File: src/rtl/vga_sync_gen.sv
// vga_sync_gen: 640x480@60 Hz display timing generator.
//
// A clock divider produces a one-clk pixel-tick enable (p_tick). The
// horizontal and vertical counters advance on that tick. hsync, vsync and
// video_on are registered from the next-state counter values, so they change
// on the same clk edge as pix_x/pix_y.
//
// Ports:
//   clk        in   system clock (100 MHz)
//   reset      in   synchronous, active-high reset; has priority over en
//   en         in   run enable; low freezes divider and counters
//   p_tick     out  one-clk pulse per pixel period (combinational)
//   pix_x      out  horizontal count, 0..H_TOTAL-1
//   pix_y      out  vertical count, 0..V_TOTAL-1
//   hsync      out  horizontal sync, active-low
//   vsync      out  vertical sync, active-low
//   video_on   out  high inside the visible area
//   frame_end  out  one-clk pulse on the last pixel tick of a frame
//
// CLK_DIV must be >= 2. Both totals must not exceed 1024 (10-bit counters).
module vga_sync_gen #(
  parameter int CLK_DIV   = 4,
  parameter int H_DISPLAY = 640,
  parameter int H_FRONT   = 16,
  parameter int H_SYNC    = 96,
  parameter int H_BACK    = 48,
  parameter int V_DISPLAY = 480,
  parameter int V_FRONT   = 10,
  parameter int V_SYNC    = 2,
  parameter int V_BACK    = 33
) (
  input  logic       clk,
  input  logic       reset,
  input  logic       en,
  output logic       p_tick,
  output logic [9:0] pix_x,
  output logic [9:0] pix_y,
  output logic       hsync,
  output logic       vsync,
  output logic       video_on,
  output logic       frame_end
);

  localparam int H_TOTAL = H_DISPLAY + H_FRONT + H_SYNC + H_BACK;
  localparam int V_TOTAL = V_DISPLAY + V_FRONT + V_SYNC + V_BACK;
  localparam int DIV_W   = $clog2(CLK_DIV);

  localparam logic [DIV_W-1:0] DIV_LAST = DIV_W'(CLK_DIV - 1);

  localparam logic [9:0] H_LAST   = 10'(H_TOTAL - 1);
  localparam logic [9:0] V_LAST   = 10'(V_TOTAL - 1);
  localparam logic [9:0] H_VIS    = 10'(H_DISPLAY);
  localparam logic [9:0] V_VIS    = 10'(V_DISPLAY);
  localparam logic [9:0] HS_FIRST = 10'(H_DISPLAY + H_FRONT);
  localparam logic [9:0] HS_LAST  = 10'(H_DISPLAY + H_FRONT + H_SYNC - 1);
  localparam logic [9:0] VS_FIRST = 10'(V_DISPLAY + V_FRONT);
  localparam logic [9:0] VS_LAST  = 10'(V_DISPLAY + V_FRONT + V_SYNC - 1);

  // Sync decode helpers: true while the coordinate lies inside the pulse.
  function automatic logic in_hsync(input logic [9:0] x);
    return (x >= HS_FIRST) && (x <= HS_LAST);
  endfunction

  function automatic logic in_vsync(input logic [9:0] y);
    return (y >= VS_FIRST) && (y <= VS_LAST);
  endfunction

  logic [DIV_W-1:0] div_q, div_d;
  logic [9:0]       x_q, x_d;
  logic [9:0]       y_q, y_d;
  logic             hsync_q, hsync_d;
  logic             vsync_q, vsync_d;
  logic             video_on_q, video_on_d;
  logic             tick;

  // Next-state: divider, counters, then syncs decoded from the next counters
  always_comb begin
    tick       = en && (div_q == DIV_LAST);
    div_d      = div_q;
    x_d        = x_q;
    y_d        = y_q;
    hsync_d    = 1'b1;
    vsync_d    = 1'b1;
    video_on_d = 1'b0;

    if (en) begin
      div_d = (div_q == DIV_LAST) ? '0 : div_q + 1'b1;
    end

    if (tick) begin
      if (x_q == H_LAST) begin
        x_d = '0;
        y_d = (y_q == V_LAST) ? '0 : y_q + 1'b1;
      end else begin
        x_d = x_q + 1'b1;
      end
    end

    // While disabled the outputs idle (syncs inactive, blanked).
    if (en) begin
      hsync_d    = !in_hsync(x_d);
      vsync_d    = !in_vsync(y_d);
      video_on_d = (x_d < H_VIS) && (y_d < V_VIS);
    end
  end

  // Register stage: counters and decoded outputs share one edge
  always_ff @(posedge clk) begin
    if (reset) begin
      div_q      <= '0;
      x_q        <= '0;
      y_q        <= '0;
      hsync_q    <= 1'b1;
      vsync_q    <= 1'b1;
      video_on_q <= 1'b0;
    end else begin
      div_q      <= div_d;
      x_q        <= x_d;
      y_q        <= y_d;
      hsync_q    <= hsync_d;
      vsync_q    <= vsync_d;
      video_on_q <= video_on_d;
    end
  end

  assign p_tick    = tick;
  assign frame_end = tick && (x_q == H_LAST) && (y_q == V_LAST);
  assign pix_x     = x_q;
  assign pix_y     = y_q;
  assign hsync     = hsync_q;
  assign vsync     = vsync_q;
  assign video_on  = video_on_q;

endmodule

File: config.mk
export PLATFORM = sky130hd
export DESIGN_NAME = vga_sync_gen
export DESIGN_NICKNAME = d
export VERILOG_FILES = /design/src/rtl/vga_sync_gen.sv
export SDC_FILE = /design/constraint.sdc
export NUM_CORES = 1
export LEC_CHECK = 0
export ABC_AREA = 0
export BUFFER_PORTS_ARGS = -buffer_cell sky130_fd_sc_hd__buf_2
export CORE_MARGIN = 10
export CORE_UTILIZATION = 54
export DETAILED_ROUTE_END_ITERATION = 8
export MAX_ROUTING_LAYER = met4
export PLACE_DENSITY = 0.79
export SLEW_MARGIN = 0
export SYNTH_ARGS = -nofsm -noshare
export SYNTH_HDL_FRONTEND = slang
export SYNTH_SLANG_ARGS = --single-unit
File: constraint.sdc
create_clock -name clk -period 2.5 [get_ports clk]
set_clock_uncertainty 0.1 [all_clocks]
set_input_delay 0.625 -clock clk [delete_from_list [all_inputs] [get_ports clk]]
set_output_delay 0.625 -clock clk [all_outputs]
set_load 0.02 [all_outputs]
Yosys cells after proc, flatten, opt, wreduce, memory -nomap -nowiden
Index checks and enable logic that the tools add are counted. W data, S select, Z words.

Add/subtract/negate cells: 3. Order comparisons: 6. Equal/unequal tests: 3. Multiplexer cells: 6. Bitwise operators: 1. Reduce and logical (&&, ||, !) cells: 9.

Operators with widths (number): $mux W10 (5); $add A10 B1 Y10 const B (2); $eq A10 B10 Y1 const B (2); $ge A10 B10 Y1 const B (1); $ge A10 B9 Y1 const B (1); $le A10 B10 Y1 const B (1); $le A10 B9 Y1 const B (1); $lt A10 B10 Y1 const B (1); $lt A10 B9 Y1 const B (1); $logic_and A1 B1 Y1 (6); $add A2 B1 Y2 const B (1); $eq A2 B2 Y1 const B (1); $logic_not A1 Y1 (2); $mux W2 (1); $reduce_or A2 Y1 (1); $not A1 Y1 (1).

Register bits: 25.

Logic depth before layout (Yosys ltp)
Gate-level depths: netlist of run 1.

Word-level depth: 7. Depth in mapped cells: 8. Gate-level depth less buffers: 8.

Least setup slack after synthesis of run 1
OpenSTA, ideal clock, no wires.

Path type: in2out. From: in en. To: out frame_end. Data arrival time: 1.548 ns. Data required time: 1.775 ns. Setup slack: 0.227 ns. Cell stages on the path: 4. Buffers on the path: 1. Cells stage by stage: and4_4 nand4_1 buf_2 nor2_1.

Word-level cells in the longest chain between the ends: 3.

RTL lines: start: declaration (line 34) `input logic en,`; $logic_and A1 B1 Y1 (line 78) `tick = en && (div_q == DIV_LAST);`; $logic_and A1 B1 Y1 (2 in series) (line 127) `assign frame_end = tick && (x_q == H_LAST) && (y_q == V_LAST);`; end: declaration (line 41) `output logic frame_end`.

Every way passes these cells.

Worst setup path after layout of run 1
From: reg div_q[0]. To: out frame_end.

Word-level cells in the longest chain between the ends: 4.

RTL lines: start: declaration (line 68) `logic [DIV_W-1:0] div_q, div_d;`; start signal: assignment (line 117) `div_q <= div_d;`; $eq A2 B2 Y1 (line 78); $logic_and A1 B1 Y1 (line 78); $logic_and A1 B1 Y1 (2 in series) (line 127).

Every way passes these cells.

==> results of run 1 <==
-- cell usage in the layout (no fill, tap or decap), types with 6 or more instances in the layout --
master | Yosys | routed
nor2_1 | 28 | 27
buf_2 | 4 | 27
dfxtp_1 | 25 | 23
nand2_1 | 17 | 17
a21oi_1 | 15 | 15
nand3_1 | 8 | 8
xnor2_1 | 8 | 8
nor3_1 | 8 | 8
inv_1 | 7 | 7
buf_4 | 0 | 7
xor2_1 | 6 | 6
-- worst max path at each step --
stage	startpoint	slack, ns	end	cells past startpoint
2_1_floorplan	en	0.23	frame_end	4
3_3_place_gp	en	0.14	hsync$_SDFF_PP1_	6
3_5_place_dp	en	0.12	hsync$_SDFF_PP1_	6
4_1_cts	div_q[0]$_SDFFE_PP0P_	0.05	frame_end	5
5_1_grt	pix_x[5]$_SDFF_PP0_	0.01	frame_end	4
6_report	div_q[0]$_SDFFE_PP0P_	0.11	frame_end	5
-- final cells by class --
cell class	count	area (sq um)	area share, %
flip-flops and latches	25	503	31.1
clock inverters	1	7.51	0.465
multi-input cells	136	831	51.4
clock buffers	3	22.5	1.39
repair buffers	34	188	11.6
well taps	30	37.5	2.32
inverters	7	26.3	1.63
-- flip-flops by register name (all words and copies together), names as in the netlist --
| name | count |
|---|---|
| video_on | 1 |
| hsync | 1 |
| div_q | 2 |
| vsync | 1 |
| pix_y | 10 |
| pix_x | 10 |
-- cells by family after synthesis --
logic type,after synthesis,share of synthesized area [%]
DFF,25,36.2
muxes,1,0.723
and+or+nand+nor,88,32.9
AOI/OAI and AO/OA,29,12.5
adders and majority gates,4,3.62
xor gates and xnor gates,14,8.86
buffers and inverters,16,5.24
-- where the power goes --
part           switching [uW]  internal (uW)  leakage, uW
Clock                     134           61.4    0.0000139
Sequential               2.09            402     0.000203
Combinational            14.7           8.72     0.000439
-- stage by stage --
stage,power (uW),cell area [sq um]
global placement,436,1560
floorplan,426,1380
CTS,624,1600
global route,646,1620
finish,623,1620
detailed placement,436,1560
-- worst min-delay path, stage by stage (launching register included) --
cell     delay, ns
dfxtp_1       0.37
nand2_1       0.06
a21oi_1       0.05
-- per-layer routing --
metal  vias up  routed length [microns]
li1        674                        -
met1       624                     1580
met2        39                     1590
met3         5                      230
met4         0                       36
met5         -                        0
-- what timing repair did --
item / in CTS / in global routing
hold buffers: 0 / 0
gates resized for setup: 2 / 4
setup endpoints to repair: 1 / 1
setup buffers: 1 / 0
==> impl.org, run 1 <==
** Run status
- Result of the run :: finished clean

** Setup path
- The number of buffers and inverters on the critical path is 1.
- The worst register-to-register path begins at div_q[0]$_SDFFE_PP0P_.
- Family with the most delay on the worst path :: simple AND/OR/NAND/NOR gates
- STA classifies the critical path startpoint as a flip-flop.
- For the worst flop-to-flop path, the logic depth is 8.
- Data on the critical path is required at its endpoint by 1.77 ns.
- In this run the worst path has a maximum fanout of 4.
- The worst register-to-register path has a setup slack of 0.28 ns.
- Capturing element type of the critical path :: primary output
- Worst path arrival time :: 1.66 ns
- The worst setup path is of the flip-flop to primary output kind.
- Reg-to-Reg End :: vsync$_SDFF_PP1_
- CP Cell Sequence :: ha_2, and4_4, nand4_1, nor2_2, buf_2
- Worst path slowest cell :: dfxtp_2
- For this run, the slowest stage of the critical path takes 0.37 ns.

** Synthesis
- Yosys mapped a number of flops with a built-in enable equal to 0.
- In this run the biggest area consumer among cell types represents 36.2% of the synthesized area.
- Ys async rst share :: 0%
- In the synthesized netlist the dominant register cell turns out to be dfxtp_1.
- After synthesis, the netlist uses 40 different library cells.
- Most frequent cell after synthesis :: nor2_1
- Total number of yosys warnings :: 0
- In the post-synthesis netlist, the biggest area contributors are dfxtp_1, nor2_1, a21oi_1, xnor2_1, nand2_1.
- Number of cells produced by synthesis :: 177
- Post-synthesis sequential area ratio :: 36.2%
- The average instance in the mapped netlist occupies 7.82 sq um.
- Syn_nets :: 184
- Of all cell types, the one taking the most synthesized area is dfxtp_1.
- The cell area that synthesis handed to floorplanning was 1380 sq um.
- After synthesis, the most frequently instantiated cells are nor2_1, dfxtp_1, nand2_1.
- After synthesis the netlist holds a flip-flop and latch count of 25.

** Floorplanning
- The floorplan step defined a die boundary enclosing 4990 sq um.
- In this run the vertical extent of the chip is 70.6 microns.
- Initial cell density of the core :: 56.4%
- Area of the core region :: 2450 sq um
- 28 I/O pins were placed.
- Measured along the x axis, the die boundary spans 70.6 microns.
- The initialized floorplan defines 18 standard-cell rows.

** Place
- In this run, placement finished with an instance count of 231.
- Worst slack at placement :: 0.116 ns
- Half-perimeter wire length after placement :: 2660 microns
- GP Congestion :: 0.906
- The count of buffers added on input and output ports is 27.

** Route
- Count of routing violations after the opening detailed-route iteration :: 105
- After detailed routing, the number of remaining DRC violations is 0.
- Total wire length :: 3440 microns
- After detailed routing, the average wire length per cell comes to 14.6 microns.
- Number of iterations in the first detailed-routing pass :: 4
- Number of antenna-violating nets in the routed design :: 0
- Detailed routing inserted a total of 1342 vias.
- Dividing the detail-routed via count by the number of cells gives 5.69.

** Min path
- Hold path startpoint :: pix_x[1]$_SDFF_PP0_
- Hold-critical path depth :: 2
- Hold Path Class :: flip-flop to flip-flop
- Worst Hold Endpoint :: pix_x[1]$_SDFF_PP0_

** STA
- Worst relative slew slack :: 71.2%
- For the pin with the worst max-slew slack, the measured transition is 0.426 ns.
- Setup tns final :: 0 ns
- Crit path setup slack, layout :: 0.112 ns
- Static timing analysis puts the maximum clock frequency at 0.419 GHz.
- Endpoints failing setup :: 0
- The final count of hold timing violations was 0.
- The worst path in the final design needs a cycle of 2.39 ns, including I/O delays and setup.
- The count of pins over their slew limit was 0.
- Unrepaired setup endpoints after global routing :: no
- Hold timing on the final database bottoms out at a slack of 0.410 ns.
- Period Utilization, post-route :: 95.5%

** Global route
- The first global-routing pass estimated 5720 microns of wire.
- Global routing met3 resource utilization :: 3.49%
- Most heavily used metal layer in global routing :: met2
- Global routing used 16.7% of the available met1 tracks.
- The initial antenna violation count is 0.
- Gr ovfl total :: 0
- Met2 routing resource usage after global routing :: 21.6%
- Entering global routing, the biggest net connects 16 pins.
- Number of global-route vias before repair :: 1251
- Total routing usage reported by global routing :: 13.6%

** Cells and area
- The filler cells instantiated in the layout total 214.
- The net count of the finished layout is 214.
- Count of inserted antenna diode cells :: 0
- The post-route netlist has 22.8% of its cells at a drive strength greater than 1.
- Layout Area Growth over Synthesis :: 16.7%
- Excluding fillers, the count of instances in the completed layout stands at 236.
- Final core utilization :: 65.8%

** Clocking
- Clock slew seen by the registers of the worst setup and hold paths :: 0.15 ns
- In this run the clock root is driven by a clkbuf_4.
- The clock net in this run drives a total of 25 sinks.
- CTS built an H-tree with a depth of 1.
- TritonCTS built the clock tree.
- The clock passes through at most 2 buffers.
- Buffers inserted during clock tree synthesis total 3.
- Clock latency on the worst-skew pair, taken at its later pin, is 0.33 ns.

** Pwr
- Summed over all cells, the static leakage comes to 0.000656 uW.
- Peak supply drop :: 291 uV
- Areal power density over the cells :: 386 nW/um^2

** Run
- Max-cap check violation count :: 0
(Power assumes the default switching activity.)
==> run 2, diff against run 1 <==
--- a/config.mk
+++ b/config.mk
@@ -9,2 +9,3 @@
 export BUFFER_PORTS_ARGS = -buffer_cell sky130_fd_sc_hd__buf_2
+export CAP_MARGIN = 25
 export CORE_MARGIN = 10
==> constraint.sdc (replaced) <==
create_clock -name clk -period 2.5 [get_ports clk]
set_clock_uncertainty 0.1 [all_clocks]
set_input_delay 0.5 -clock clk [delete_from_list [all_inputs] [get_ports clk]]
set_output_delay 0.5 -clock clk [all_outputs]
set_load 0.02 [all_outputs]
==> run 2 against run 1 <==
- clock-buffer cell count is the same
- total power shrank 0.62%
- clock power about the same
- critical path depth is the same
- routed wire length fell by 1.8%
- die area unchanged
- final cell count fell by 1.7%
- flip-flop and latch count did not move
- setup slack better by 0.025 ns
==> impl.org, run 2 (same netlist as run 1, synthesis figures left out) <==
** Place
- Buffers added on ports :: 27
- Once placement completed, the tool counted placed cells totaling 227.
- At the end of routability-driven placement, the weighted congestion stood at 0.963.
- Summed over all nets, the half-perimeter wirelength after detailed placement is 2630 microns.

** Global route
- Entering global routing, the biggest net connects 17 pins.
- Total routing usage reported by global routing :: 13.7%
- The initial antenna violation count was 0.
- For this run the aggregate overflow at the end of global routing stands at 0.
- The via count of the first global-routing pass came to 1197.
- For met1 alone, demand over resource in global routing was 16.9%.
- The first global-routing pass estimated 5730 microns of wire.
- Global routing met3 resource utilization :: 3.63%
- Global routing consumed, on the met2 layer, 20.9% of the routing resources.
- Most heavily used metal layer in global routing :: met2

** Setup path
- The startpoint identified for the worst register-to-register timing path is div_q[0]$_SDFFE_PP0P_.
- Worst Path Buf+Inv :: 1
- The number of cells on the worst reg-to-reg path is 8.
- For flop-to-flop paths, the worst setup slack is 0.22 ns.
- Maximum fanout along the worst path :: 4
- In this run the number of cells on the critical path is 5.
- Tracing the worst setup path back leads to its startpoint at div_q[0]$_SDFFE_PP0P_.
- The largest single stage delay on the critical path is 0.38 ns.
- Start-to-end type of the worst setup path :: flip-flop to primary output
- CP Cell Sequence :: ha_1, and4_4, nand4_1, nor2_2, buf_2
- In this design, the largest share of critical-path delay is due to simple AND/OR/NAND/NOR gates.
- STA puts the critical path data required time at 1.90 ns.
- Worst path slowest cell :: dfxtp_1
- Capturing element type of the critical path :: primary output
- Worst path arrival time :: 1.76 ns
- Type of origin of the critical path :: flip-flop

** STA
- Final-layout worst hold slack :: 0.371 ns
- The final count of hold timing violations was 0.
- The worst path uses 94.5% of the clock period.
- Headroom to the max-slew limit came out at 69.7%.
- Adding up every negative setup slack in the final design gives 0 ns.
- At the pin with the least slew margin, the transition time is 0.448 ns.
- Static timing analysis puts the maximum clock frequency at 0.423 GHz.
- Unrepaired setup endpoints after global routing :: no
- The smallest clock period supported by the final layout is computed as 2.36 ns.
- The count of pins over their slew limit is 0.
- Endpoints failing setup :: 0

** Min path
- Hold Path Class :: input pin to flip-flop
- Hold path startpoint :: en
- The worst hold path was traced through 3 stages.

** Cells and area
- In the final layout, the multi-input gates occupy 813 sq um.
- Fill cells in the final layout number 237.
- The final layout contains 210 nets.
- Count of inserted antenna diode cells :: 0
- Leaving out fill and tap cells, the most frequent cells in the layout are nor2_1, buf_2, dfxtp_1.
- Share of cells above drive strength 1 :: 19.3%
- Area used by sequential logic in the layout :: 500 sq um
- Non-Filler Instances :: 232
- Layout Area Growth over Synthesis :: 12.9%

** Clocking
- Number of sinks handled by clock tree synthesis :: 25
- The number of hold buffers added after CTS was 0.
- Clock buffer count from CTS :: 3
- TritonCTS clock tree :: yes
- Clock-pin slew was measured on the worst setup and hold paths at 0.14 ns.
- Clock network latency to the later pin of the worst-skew pair :: 0.34 ns
- Max Buffers Root-to-Sink :: 2
- Cell at the root of the clock tree :: clkbuf_4
- H-tree depth :: 1

** Pwr
- Internal power component :: 470 uW
- Peak supply drop :: 310 uV
- Part of the power in the clock network :: 31.1%
- Of the total power, the share spent switching nets is 24.1%.
- For this design the ratio of total power to cell area is 396 nW/um^2.
- Per report_power, the sequential group accounts for 65.3% of the total.
- Net switching power figure :: 149 uW
- The analysis attributes to cell leakage a power of 0.000635 uW.
- The share of total power dissipated in combinational logic is 3.6%.

** Run status
- The run finished with clean final reports.

** Floorplanning
- Initial cell density of the core :: 56.4%
- In this run the horizontal extent of the chip is 70.6 microns.
- For this design the top-level I/O count stands at 28.
- The die covers 4990 sq um.
- Number of rows in the core area :: 18
- Area of the core region :: 2450 sq um
- Die Span Y :: 70.6 microns

** Route
- After detailed routing, the number of remaining DRC violations is 0.
- Total wire length :: 3370 microns
- The pre-antenna-repair detailed-routing pass consisted of 4 iterations.
- Dividing the detail-routed wire length by the instance count gives 14.5 microns.
- Once detail routing completed, the nets flagged for antenna violations numbered 0.
- Dividing the detail-routed via count by the number of cells gives 5.71.
- The first routing iteration left 77 violations.
- Total vias in the final route :: 1324

** Run
- Across the run, the number of max-cap violations was 0.
-- run 2: path summary, 6_finish.rpt --
| check | to |
|---|---|
| worst max-delay path | frame_end |
| worst min-delay path | div_q[1]$_SDFFE_PP0P_ |
| worst max register to register | vsync$_SDFF_PP1_ |
| worst min register to register | pix_x[1]$_SDFF_PP0_ |
-- run 2: area by class of cell --
class / count / share of cell area (%)
Clock inverter: 1 / 0.320
Timing Repair Buffer: 30 / 10.1
Tap cell: 30 / 2.40
Clock buffer: 3 / 1.44
Multi-Input combinational cell: 136 / 52.0
Sequential cell: 25 / 32.0
Inverter: 7 / 1.68
-- run 2: what timing repair did --
action / 4_1_cts / 5_1_grt
buffers inserted: 1 / 0
setup endpoints to repair: 1 / 1
resized for setup: 0 / 1
-- run 2: power groups by stage --
stage / logic, uW / clock network, uW / registers, uW
5_1_grt: 25.4 / 214 / 405
4_1_cts: 22.8 / 191 / 405
3_3_place_gp: 21.5 / 0 / 413
2_1_floorplan: 12.5 / 0 / 414
6_report: 22.3 / 192 / 404
3_5_place_dp: 22.8 / 0 / 413
-- run 2: metrics by stage --
stage,setup WS [ns],total power (uW),util (%),cell area (sq um)
6_report,0.137,619,63.7,1560
5_1_grt,0.0201,644,63.7,1560
4_1_cts,0.106,619,63.6,1560
3_5_place_dp,0.189,436,62.1,1530
3_3_place_gp,0.250,434,62.1,1530
2_1_floorplan,0.405,426,-,1380
-- run 2: routing by layer --
layer / routed length [microns] / share of wire (%)
met5: 0 / 0
met4: 56 / 1.7
met1: 1560 / 46
met3: 193 / 5.7
met2: 1560 / 46
-- run 2: tightest hold or removal path, delay by kind of cell --
family,cells,cell delay [ns]
buffers and inverters,1,0.13
muxes,1,0.08
and+or+nand+nor,1,0.07
==> run 3, diff against run 2 <==
ABC_AREA = 1   (was 0)
CORE_UTILIZATION = 55   (was 54)
RECOVER_POWER = 25   (was unset)
==> run 3 against run 2 <==
- fmax is 1.6% lower
- routed wire length is 12% higher
- flip-flop and latch count stayed put
- clock power is 3% higher
- total power is 1.2% higher
- final cell count is 31% higher
- design area is 15% higher
- critical path depth is 2 higher
- combinational power is 14% higher
- critical path type unchanged
- critical endpoint unchanged
- largest cell class unchanged
- highest routed layer unchanged
==> impl.org, run 3 <==
** Place
- Detailed placement ended at an HPWL of 2870 microns.
- The congestion estimate from routability-driven global placement came to 0.916.
- Buffers added on ports :: 27

** Synthesis
- In this run, synthesis produced a sequential element count of 25.
- Most frequent cell after synthesis :: nand2_1
- Distinct cell type count of the synthesized netlist :: 34
- Most area-consuming cells after synthesis :: dfxtp_1, nand2_1, nor2_1, inv_1, nand3_1
- Number of synthesized flops with an enable pin :: 0
- After synthesis the cells add up to 1550 sq um.
- The number of nets handed over by synthesis was 245.
- Top-area cell type share of the netlist area :: 32.3%
- Synthesis produced 238 cells.
- Commonest cells post-synth :: nand2_1, nor2_1, inv_1
- Ys async rst share :: 0%
- Summing the sequential cell areas from Yosys gives 32.3% of the chip area.
- dfxtp_1 takes more of the synthesized area than any other cell.
- Total number of yosys warnings :: 0
- Mean instance size in the synthesized netlist :: 6.52 sq um
- The most used flip-flop cell after synthesis is dfxtp_1.

** Clocking
- Max Buffers Root-to-Sink :: 2
- H-tree depth :: 1
- In this run, CTS created clock tree buffers numbering 3.
- Number of sinks handled by clock tree synthesis :: 25
- Clock-pin slew was measured on the worst setup and hold paths at 0.16 ns.
- TritonCTS built the clock tree.
- For the worst-skew pair, the clock arrives at the later sink with an insertion delay of 0.34 ns.
- After clock tree synthesis, the flow added hold-fix buffers numbering 0.
- Cell at the root of the clock tree :: clkbuf_4

** Setup path
- Type of origin of the critical path :: flip-flop
- Capturing element type of the critical path :: primary output
- Tracing the worst setup path back leads to its startpoint at div_q[0]$_SDFFE_PP0P_.
- The largest single stage delay on the critical path is 0.37 ns.
- Data on the critical path is required at its endpoint by 1.90 ns.
- STA puts the critical path data arrival time at 1.80 ns.
- Worst path slowest cell :: dfxtp_2
- Maximum fanout along the worst path :: 7
- In this run the critical register-to-register path is launched from pix_x[0]$_SDFF_PP0_.
- CP Cell Sequence :: ha_2, nand2_4, nor2_8, nand3_4, or2_4, inv_2, buf_2
- For the worst flop-to-flop path, the logic depth is 10.
- Start-to-end type of the worst setup path :: flip-flop to primary output

** Global route
- Number of antenna violations at the first check in global routing :: 0
- Global routing consumed, on the met2 layer, 21.5% of the routing resources.
- Number of global-route vias before repair :: 1371
- Entering global routing, the biggest net connects 22 pins.
- Global routing used 3.13% of the available met3 tracks.
- Met1 track demand over resource in global routing :: 19.7%
- Total routing usage reported by global routing :: 14.7%
- Wire length of the first global-routing pass :: 6270 microns
- After global routing the overflow that remains totals 0.
- The global routing stage identified its most utilized layer as met2.

** Route
- The routed design has 3790 microns of wire.
- Ratio of routed vias to standard cells :: 5.13
- The first detailed-routing pass ran for 4 iterations.
- In the routed design, unresolved DRC markers number 0.
- For this block, the initial DRC count from the detailed router was 128.
- Total vias in the final route :: 1553
- Wire length per cell :: 12.5 microns
- The count of nets left with antenna violations once routing finished came out at 0.

** Cells and area
- Count of inserted antenna diode cells :: 0
- At the end of the flow the core is filled with cells to 65.9%.
- Total of fill cells in the finished design :: 270
- Layout Area Growth over Synthesis :: 16.1%
- In the final design database the tool counted 280 nets.
- Most common cell after layout, fill and taps aside :: nand2_1
- Share of cells above drive strength 1 :: 22.1%
- In the layout the commonest cells are nand2_1, nor2_1, inv_1.

** Run status
- Result of the run :: finished clean

** STA
- After routing, the total negative slack on setup checks comes to 0 ns.
- Setup repair after global routing left no endpoint under its margin.
- Static timing analysis puts the maximum clock frequency at 0.416 GHz.
- The final count of hold timing violations is 0.
- Worst relative slew slack :: 72.8%
- For the pin with the worst max-slew slack, the measured transition is 0.408 ns.
- Number of pins with negative max-slew slack in the final report :: 0
- Setup violations remaining at the end of the flow were counted as 0.
- The worst path uses 96.1% of the clock period.
- Min Clock Period, post-route :: 2.40 ns

** Floorplanning
- The initial utilization of the core area, before any placement, comes to 56.8%.
- Die Span Y :: 73.1 microns
- Overall die area :: 5350 sq um
- Number of rows in the core area :: 19
- The die is 73.1 microns wide.
- The total area inside the core boundary comes to 2730 sq um.
- Top-Level Pins :: 28

** Min path
- Hold Path Class :: input pin to flip-flop
- The worst hold path begins at en.
- Hold-critical path depth :: 3

** Pwr
- For this design the static power due to leakage is 0.000888 uW.
- Areal power density over the cells :: 348 nW/um^2
- Peak supply drop :: 332 uV

** Run
- Max-cap check violation count :: 0
-- run 3: timing repair --
| item | CTS | global route |
|---|---|---|
| setup endpoints to repair | 1 | 1 |
| gates resized for setup | 2 | 8 |
| pin swaps | 0 | 3 |
| setup buffers | 0 | 6 |
| cloned | 0 | 0 |
-- run 3: layout make-up --
class | count | area [sq um] | area share [%]
repair buffers | 34 | 180 | 10.0
well taps | 31 | 38.8 | 2.15
clock buffers | 3 | 22.5 | 1.25
clock inverters | 1 | 7.51 | 0.417
inverters | 35 | 136 | 7.57
flip-flops and latches | 25 | 507 | 28.1
multi-input cells | 174 | 910 | 50.5
-- run 3: final timing paths --
| check | slack, ns | to |
|---|---|---|
| setup / recovery | 0.1 | frame_end |
| hold / removal | 0.37 | div_q[1]$_SDFFE_PP0P_ |
| setup reg to reg | 0.53 | vsync$_SDFF_PP1_ |
| hold reg to reg | 0.40 | pix_x[1]$_SDFF_PP0_ |
-- run 3: worst max-delay path, delay by kind of cell, from the launching register on --
kind / cells / cell delay [ns]
adder cells (fa/ha/maj): 1 / 0.20
flip-flops: 1 / 0.37
AND/OR/NAND/NOR: 4 / 0.66
buffers and inverters: 2 / 0.21
-- run 3: routing by layer --
layer / wire, microns / up-vias
li1: - / 824
met1: 1870 / 683
met2: 1650 / 35
met3: 193 / 11
met4: 83 / 0
met5: 0 / -
-- run 3: report_power, final --
group / total, uW / internal, uW / switching, uW
registers: 404 / 402 / 2.44
logic: 25.5 / 7.60 / 17.9
clock network: 197 / 61.4 / 135
-- run 3: cells by family (layout without fill, tap and decap cells) --
| family | after synthesis | in the layout | synth area share, % |
|---|---|---|---|
| simple gates | 147 | 147 | 45.4 |
| buf+inv | 39 | 73 | 10.1 |
| flops | 25 | 25 | 32.3 |
| compound gates | 20 | 20 | 7.34 |
| fa+ha+maj | 4 | 4 | 3.23 |
| xor+xnor | 3 | 3 | 1.69 |
-- run 3: per-stage QoR --
stage,hold slack [ns],cells,cell area [sq um],power [uW],setup WS (ns)
3_3_place_gp,0.391,293,1710,439,0.362
2_1_floorplan,0.367,238,1550,431,0.414
4_1_cts,0.370,297,1750,632,0.00115
3_5_place_dp,0.399,293,1710,439,0.337
6_report,0.370,303,1800,627,0.0983
5_1_grt,0.395,303,1800,651,0.00609
